$ cat config.mk
export PLATFORM = sky130hd
export DESIGN_NAME = i2c_slave_regfile
export DESIGN_NICKNAME = d
export VERILOG_FILES = /design/src/rtl/i2c_slave_regfile.sv
export SDC_FILE = /design/constraint.sdc
export NUM_CORES = 1
export LEC_CHECK = 0
export ABC_AREA = 1
export CORE_MARGIN = 2
export CORE_UTILIZATION = 35
export DETAILED_ROUTE_END_ITERATION = 12
export PLACE_DENSITY = 0.61
export SYNTH_ARGS = -nofsm -noshare
export SYNTH_HDL_FRONTEND = slang
export SYNTH_SLANG_ARGS = --single-unit
$ cat constraint.sdc
create_clock -name clk_clk -period 4.4 [get_ports clk_clk]
set_clock_uncertainty 0.2 [all_clocks]
set_input_delay 1.1 -clock clk_clk [delete_from_list [all_inputs] [get_ports clk_clk]]
set_output_delay 1.1 -clock clk_clk [all_outputs]
set_load 0.02 [all_outputs]
$ cat src/rtl/i2c_slave_regfile.sv
// Oversampled I2C slave exposing NUM_REGS 8-bit registers on regs_out.
// Define I2C_SLV_GLITCH_FILTER_EN to add a FILT_LEN-sample glitch filter on SCL/SDA.
//
// state  | meaning
// IDLE   | bus free, waiting for START
// ADDR   | shifting in 7-bit address + R/W, ACK decision at byte end
// ACK_A  | address ACK driven, next SCL fall picks PTR or RDATA
// PTR    | receiving register pointer byte and ACKing it
// WDATA  | receiving data bytes, writing registers on ACK
// RDATA  | shifting out registers, sampling master ACK/NACK
// IGNORE | not addressed or read finished, wait for START/STOP
module i2c_slave_regfile #(
    parameter logic [6:0] SLAVE_ADDR = 7'h55,
    parameter int         NUM_REGS   = 4,
    parameter int         FILT_LEN   = 4
) (
    input  logic                        clk_clk,
    input  logic                        reset_reset,
    input  logic                        scl_in,
    input  logic                        sda_in,
    output logic                        scl_oe,
    output logic                        sda_oe,
    output logic [8*NUM_REGS-1:0]       regs_out,
    output logic                        wr_pulse,
    output logic [$clog2(NUM_REGS)-1:0] wr_index,
    output logic                        busy
);
    localparam int PW = $clog2(NUM_REGS);

    if (NUM_REGS < 2 || NUM_REGS > 16 || (NUM_REGS & (NUM_REGS - 1)) != 0 || FILT_LEN < 1) begin : g_param_check
        $error("i2c_slave_regfile: illegal NUM_REGS or FILT_LEN");
    end

    typedef enum logic [2:0] {IDLE, ADDR, ACK_A, PTR, WDATA, RDATA, IGNORE} state_t;

    state_t          state, state_nxt;
    logic [1:0]      scl_sync, sda_sync;
    logic            scl_f, sda_f, scl_d, sda_d;
    logic            scl_rise, scl_fall, start_det, stop_det, addr_match;
    logic [7:0]      shreg;
    logic [3:0]      bit_cnt;
    logic [PW-1:0]   ptr;
    logic [7:0]      regs [NUM_REGS];

    // Idle-high reset values keep reset release from looking like bus activity.
    always_ff @(posedge clk_clk) begin
        if (reset_reset) begin
            scl_sync <= 2'b11;
            sda_sync <= 2'b11;
        end else begin
            scl_sync <= {scl_sync[0], scl_in};
            sda_sync <= {sda_sync[0], sda_in};
        end
    end

`ifdef I2C_SLV_GLITCH_FILTER_EN
    localparam int FW = $clog2(FILT_LEN + 1);
    logic [FW-1:0] scl_cnt, sda_cnt;

    always_ff @(posedge clk_clk) begin
        if (reset_reset) begin
            scl_f   <= 1'b1;
            sda_f   <= 1'b1;
            scl_cnt <= '0;
            sda_cnt <= '0;
        end else begin
            if (scl_sync[1] == scl_f) scl_cnt <= '0;
            else if (scl_cnt == FW'(FILT_LEN - 1)) begin
                scl_f   <= scl_sync[1];
                scl_cnt <= '0;
            end else scl_cnt <= scl_cnt + FW'(1);
            if (sda_sync[1] == sda_f) sda_cnt <= '0;
            else if (sda_cnt == FW'(FILT_LEN - 1)) begin
                sda_f   <= sda_sync[1];
                sda_cnt <= '0;
            end else sda_cnt <= sda_cnt + FW'(1);
        end
    end
`else
    assign scl_f = scl_sync[1];
    assign sda_f = sda_sync[1];
`endif

    always_ff @(posedge clk_clk) begin
        if (reset_reset) begin
            scl_d <= 1'b1;
            sda_d <= 1'b1;
        end else begin
            scl_d <= scl_f;
            sda_d <= sda_f;
        end
    end

    assign scl_rise   = scl_f & ~scl_d;
    assign scl_fall   = ~scl_f & scl_d;
    assign start_det  = sda_d & ~sda_f & scl_f & scl_d;
    assign stop_det   = ~sda_d & sda_f & scl_f & scl_d;
    assign addr_match = (shreg[7:1] == SLAVE_ADDR) && (shreg[7:1] != 7'd0);

    always_ff @(posedge clk_clk) begin
        if (reset_reset) state <= IDLE;
        else             state <= state_nxt;
    end

    always_comb begin
        state_nxt = state;
        if (start_det)     state_nxt = ADDR;
        else if (stop_det) state_nxt = IDLE;
        else begin
            case (state)
                ADDR:    if (scl_fall && bit_cnt == 4'd8) state_nxt = addr_match ? ACK_A : IGNORE;
                ACK_A:   if (scl_fall) state_nxt = shreg[0] ? RDATA : PTR;
                PTR:     if (scl_fall && bit_cnt == 4'd9) state_nxt = WDATA;
                RDATA:   if (scl_rise && bit_cnt == 4'd8 && sda_f) state_nxt = IGNORE;
                default: ;
            endcase
        end
    end

    // bit_cnt: 0..7 bits transferred, 8 = byte done, 9 = ACK slot in progress.
    always_ff @(posedge clk_clk) begin
        if (reset_reset) begin
            sda_oe   <= 1'b0;
            shreg    <= '0;
            bit_cnt  <= '0;
            ptr      <= '0;
            wr_pulse <= 1'b0;
            wr_index <= '0;
            for (int k = 0; k < NUM_REGS; k++) regs[k] <= '0;
        end else begin
            wr_pulse <= 1'b0;
            if (start_det || stop_det) begin
                sda_oe  <= 1'b0;
                bit_cnt <= '0;
            end else begin
                case (state)
                    ADDR, PTR, WDATA: begin
                        if (scl_rise && bit_cnt < 4'd8) begin
                            shreg   <= {shreg[6:0], sda_f};
                            bit_cnt <= bit_cnt + 4'd1;
                        end else if (scl_fall && bit_cnt == 4'd8) begin
                            bit_cnt <= 4'd9;
                            if (state != ADDR || addr_match) sda_oe <= 1'b1;
                            if (state == PTR) ptr <= shreg[PW-1:0];
                            if (state == WDATA) begin
                                regs[ptr] <= shreg;
                                wr_pulse  <= 1'b1;
                                wr_index  <= ptr;
                                ptr       <= ptr + PW'(1);
                            end
                        end else if (scl_fall && bit_cnt == 4'd9) begin
                            sda_oe  <= 1'b0;
                            bit_cnt <= '0;
                        end
                    end
                    ACK_A: begin
                        if (scl_fall) begin
                            bit_cnt <= '0;
                            if (shreg[0]) begin
                                shreg  <= regs[ptr];
                                sda_oe <= ~regs[ptr][7];
                            end else sda_oe <= 1'b0;
                        end
                    end
                    RDATA: begin
                        if (scl_rise) begin
                            if (bit_cnt < 4'd8) bit_cnt <= bit_cnt + 4'd1;
                            else if (bit_cnt == 4'd8) begin
                                bit_cnt <= 4'd9;
                                if (!sda_f) ptr <= ptr + PW'(1);
                            end
                        end else if (scl_fall) begin
                            if (bit_cnt < 4'd8) begin
                                shreg  <= {shreg[6:0], 1'b0};
                                sda_oe <= ~shreg[6];
                            end else if (bit_cnt == 4'd8) sda_oe <= 1'b0;
                            else begin
                                shreg   <= regs[ptr];
                                sda_oe  <= ~regs[ptr][7];
                                bit_cnt <= '0;
                            end
                        end
                    end
                    default: sda_oe <= 1'b0;
                endcase
            end
        end
    end

    for (genvar k = 0; k < NUM_REGS; k++) begin : g_regs_out
        assign regs_out[8*k +: 8] = regs[k];
    end

    assign busy   = (state == ACK_A) || (state == PTR) || (state == WDATA) || (state == RDATA);
    assign scl_oe = 1'b0;

endmodule

==> impl_metrics.py <==
metrics = {
    "status": {
        "status": "completed",
    },
    "worst_setup_path": {
        "critPathSlowestCell": "clkdlybuf4s50_1",
        "rrSetupSlack_ns": 1.19,
        "cp_slowest_stage_delay_ns": 0.64,
        "critPathCaptureType": "output pin",
        "timing.rr.start": "scl_sync[1]",
        "worstPathMaxFanout": 13,
        "worstPathArrival_ns": 1.98,
        "start_kind": "register",
        "r2r-end": "regs[3][3]",
        "worst_ep_required_time_ns": 3.10,
        "worstPathCellList": "nand3_2 -> nand3_1 -> clkdlybuf4s50_1",
        "critPathKind": "reg -> out",
        "reg2reg_depth": 6,
    },
    "synthesis": {
        "synthArstFlopShare_pct": 0,
        "synth_area_mm2": 0.003268,
        "ys_types": 30,
        "yosys_warnings": 0,
        "synth_ff_type": "edfxtp_1",
        "synth_area_per_cell_um2": 7.411,
        "synth.top_cell.area_share_pct": 29.40,
        "synth_top_cells_by_area": "edfxtp_1 29%, dfxtp_1 18%, nand2_1 12%",
        "synth_commonest_cells": "101 x nand2_1, 100 x nor2_1, 45 x inv_1",
        "synth_edf_count": 32,
        "syn_nets": 451,
        "yosysMostFrequentCell": "nand2_1",
        "ys_ff_latch": 61,
        "synth_top_cell_by_area": "edfxtp_1",
        "netlist_instances": 441,
        "ys_seq_area_share_pct": 47.17,
    },
    "global_route": {
        "grt_max_degree": 18,
        "grt_pass1_vias": 2742,
        "overflow": 0,
        "track_usage_pct": 16.85,
        "grt_pass1_wl_um": 13480,
        "antenna_found_initial": 0,
    },
    "placement": {
        "io_buffers": 40,
        "place_congestion": 0.8715,
        "dp_hpwl_um": 6199,
    },
    "run": {
        "cap_violations": 0,
    },
    "timing": {
        "relSlewSlack_pct": 12.28,
        "setup_viol": 0,
        "rsz0062_at_grt": "no",
        "finalSetupTns_ns": 0,
        "fmax_ghz": 0.3052,
        "hold_viol": 0,
        "slew_viol_final": 0,
        "worstMarginPinSlew_ns": 1.305,
        "finalCritPeriodShare_pct": 74.47,
        "min_period_ns": 3.277,
    },
    "clock_network": {
        "cts_buffers": 9,
        "cts_setup_buffers": 0,
        "clk_pin_slew_ns": 0.07,
        "cts_buffer_depth": 2,
        "tritoncts": "done",
        "ctsHoldBuffers": 0,
        "clock_sinks": 61,
        "ctsHtreeMaxLevel": 3,
        "cts_root_buffer": "clkbuf_8",
        "cts_resized": 0,
        "clock_latency_ns": 0.34,
    },
    "power_and_ir_drop": {
        "leakage_nw": 1.661,
        "p_per_area_mw_per_mm2": 431.8,
        "max-vdd-ir-drop_v": 0.0001726,
    },
    "drt": {
        "remaining_drc_errors": 0,
        "routed_wl_um": 8077,
        "firstDrtPassIters": 5,
        "antenna_left": 0,
        "drt_iter0_markers": 168,
        "dr_total_vias": 2957,
        "via_per_inst": 4.961,
        "wl_per_cell_um": 13.55,
    },
    "die": {
        "row_count": 35,
        "initial_core_util_pct": 35.71,
        "io_pins": 42,
        "core-area_mm2": 0.009153,
        "dieWidth_um": 100.6,
        "die_h_um": 100.6,
        "dieArea_mm2": 0.01013,
    },
    "worst_hold_path": {
        "min-delay-start": "sda_sync[0]",
        "min_to": "sda_sync[1]",
        "hp-class": "reg -> reg",
        "hold_depth": 1,
    },
    "finish": {
        "layout.nets": 490,
        "drive_gt1_share_pct": 7.629,
        "diodes": 0,
        "fill_cells": 912,
        "fin_util_pct": 42.68,
        "syn_to_final_growth_pct": 19.53,
    },
}
[metal layers]
| layer | global-route usage, % | part of all wire (%) | vias to the layer above |
|---|---|---|---|
| li1 | - | - | 1492 |
| met3 | 3.537 | 4.9 | 13 |
| met1 | 23.54 | 47 | 1357 |
| met4 | 6.006 | 1.7 | 0 |
| met2 | 25.79 | 47 | 95 |
| met5 | 0 | 0 | - |
[sequential cells by signal, summed over array words and instances, names as in the netlist, named ones only]
name and flops:
bit_cnt 4, ptr 2, regs 32, scl_d 1
scl_sync 2, sda_d 1, sda_oe 1, sda_sync 2
shreg 8, state 3, wr_index 2, wr_pulse 1
[kinds of logic (layout without fill, tap and decap cells)]
family / after synthesis / in the layout / synth area share (%)
AOI/OAI and AO/OA: 44 / 44 / 7.121
xor gates and xnor gates: 1 / 1 / 0.2680
adders and majority gates: 6 / 6 / 2.297
buffers and inverters: 63 / 107 / 8.193
DFF: 61 / 61 / 47.17
other: 1 / 1 / 0.1147
and+or+nand+nor: 265 / 265 / 34.84
[worst max path at each step]
stage / start / endpoint / slack, ns / cells after the start
finish: state[0] / busy / 1.12 / 3
global route: scl_sync[1] / regs[2][0] / 0.99 / 6
CTS: state[0] / busy / 1.10 / 3
detailed placement: reset_reset / regs[2][5] / 0.99 / 3
global placement: reset_reset / regs[2][2] / 1.07 / 3
floorplan: reset_reset / regs[0][0] / 1.76 / 4
[report_power, final]
group	leakage [nW]	internal, mW	switching, mW
logic	1.01	0.173	0.332
registers	0.567	0.663	0.0763
clock network	0.0856	0.205	0.238
[final cells by class]
cell class / instances / area, µm² / area share, %
inverter: 51 / 191.4 / 4.901
clock inverter: 7 / 51.30 / 1.313
tap: 111 / 138.9 / 3.555
multi-input combinational: 317 / 1459 / 37.35
clock buffer: 9 / 123.9 / 3.171
sequential: 61 / 1541 / 39.46
timing repair buffer: 40 / 400.4 / 10.25
[metrics by stage]
step | total power [mW] | hold slack (ns) | std cells | worst slack (ns) | area (µm²)
final | 1.687 | 0.2097 | 596 | 1.123 | 3906
after global routing | 1.813 | 0.2221 | 596 | 0.9895 | 3906
after CTS | 1.696 | 0.2075 | 596 | 1.097 | 3906
after detailed placement | 1.253 | 0.1923 | 580 | 0.9864 | 3731
after global placement | 1.245 | 0.1951 | 580 | 1.067 | 3731
after floorplan | 1.128 | 0.1895 | 441 | 1.760 | 3268
[critical path: cells and delay by family, from the launching register on]
| family | cells | cell delay, ns |
|---|---|---|
| flip-flops | 1 | 0.50 |
| AND/OR/NAND/NOR | 2 | 0.51 |
| buffers and inverters | 1 | 0.64 |
[layout by cell type, fill, tap and decap left out, types with 9 or more instances in the layout]
cell type          n
nand3_1           35
dfxtp_1           29
o21ai_0           28
a21oi_1           10
inv_1             45
nand2_1          101
clkdlybuf4s50_1   40
clkbuf_8           9
nor2_1           100
edfxtp_1          32
(Power assumes the default switching activity.)
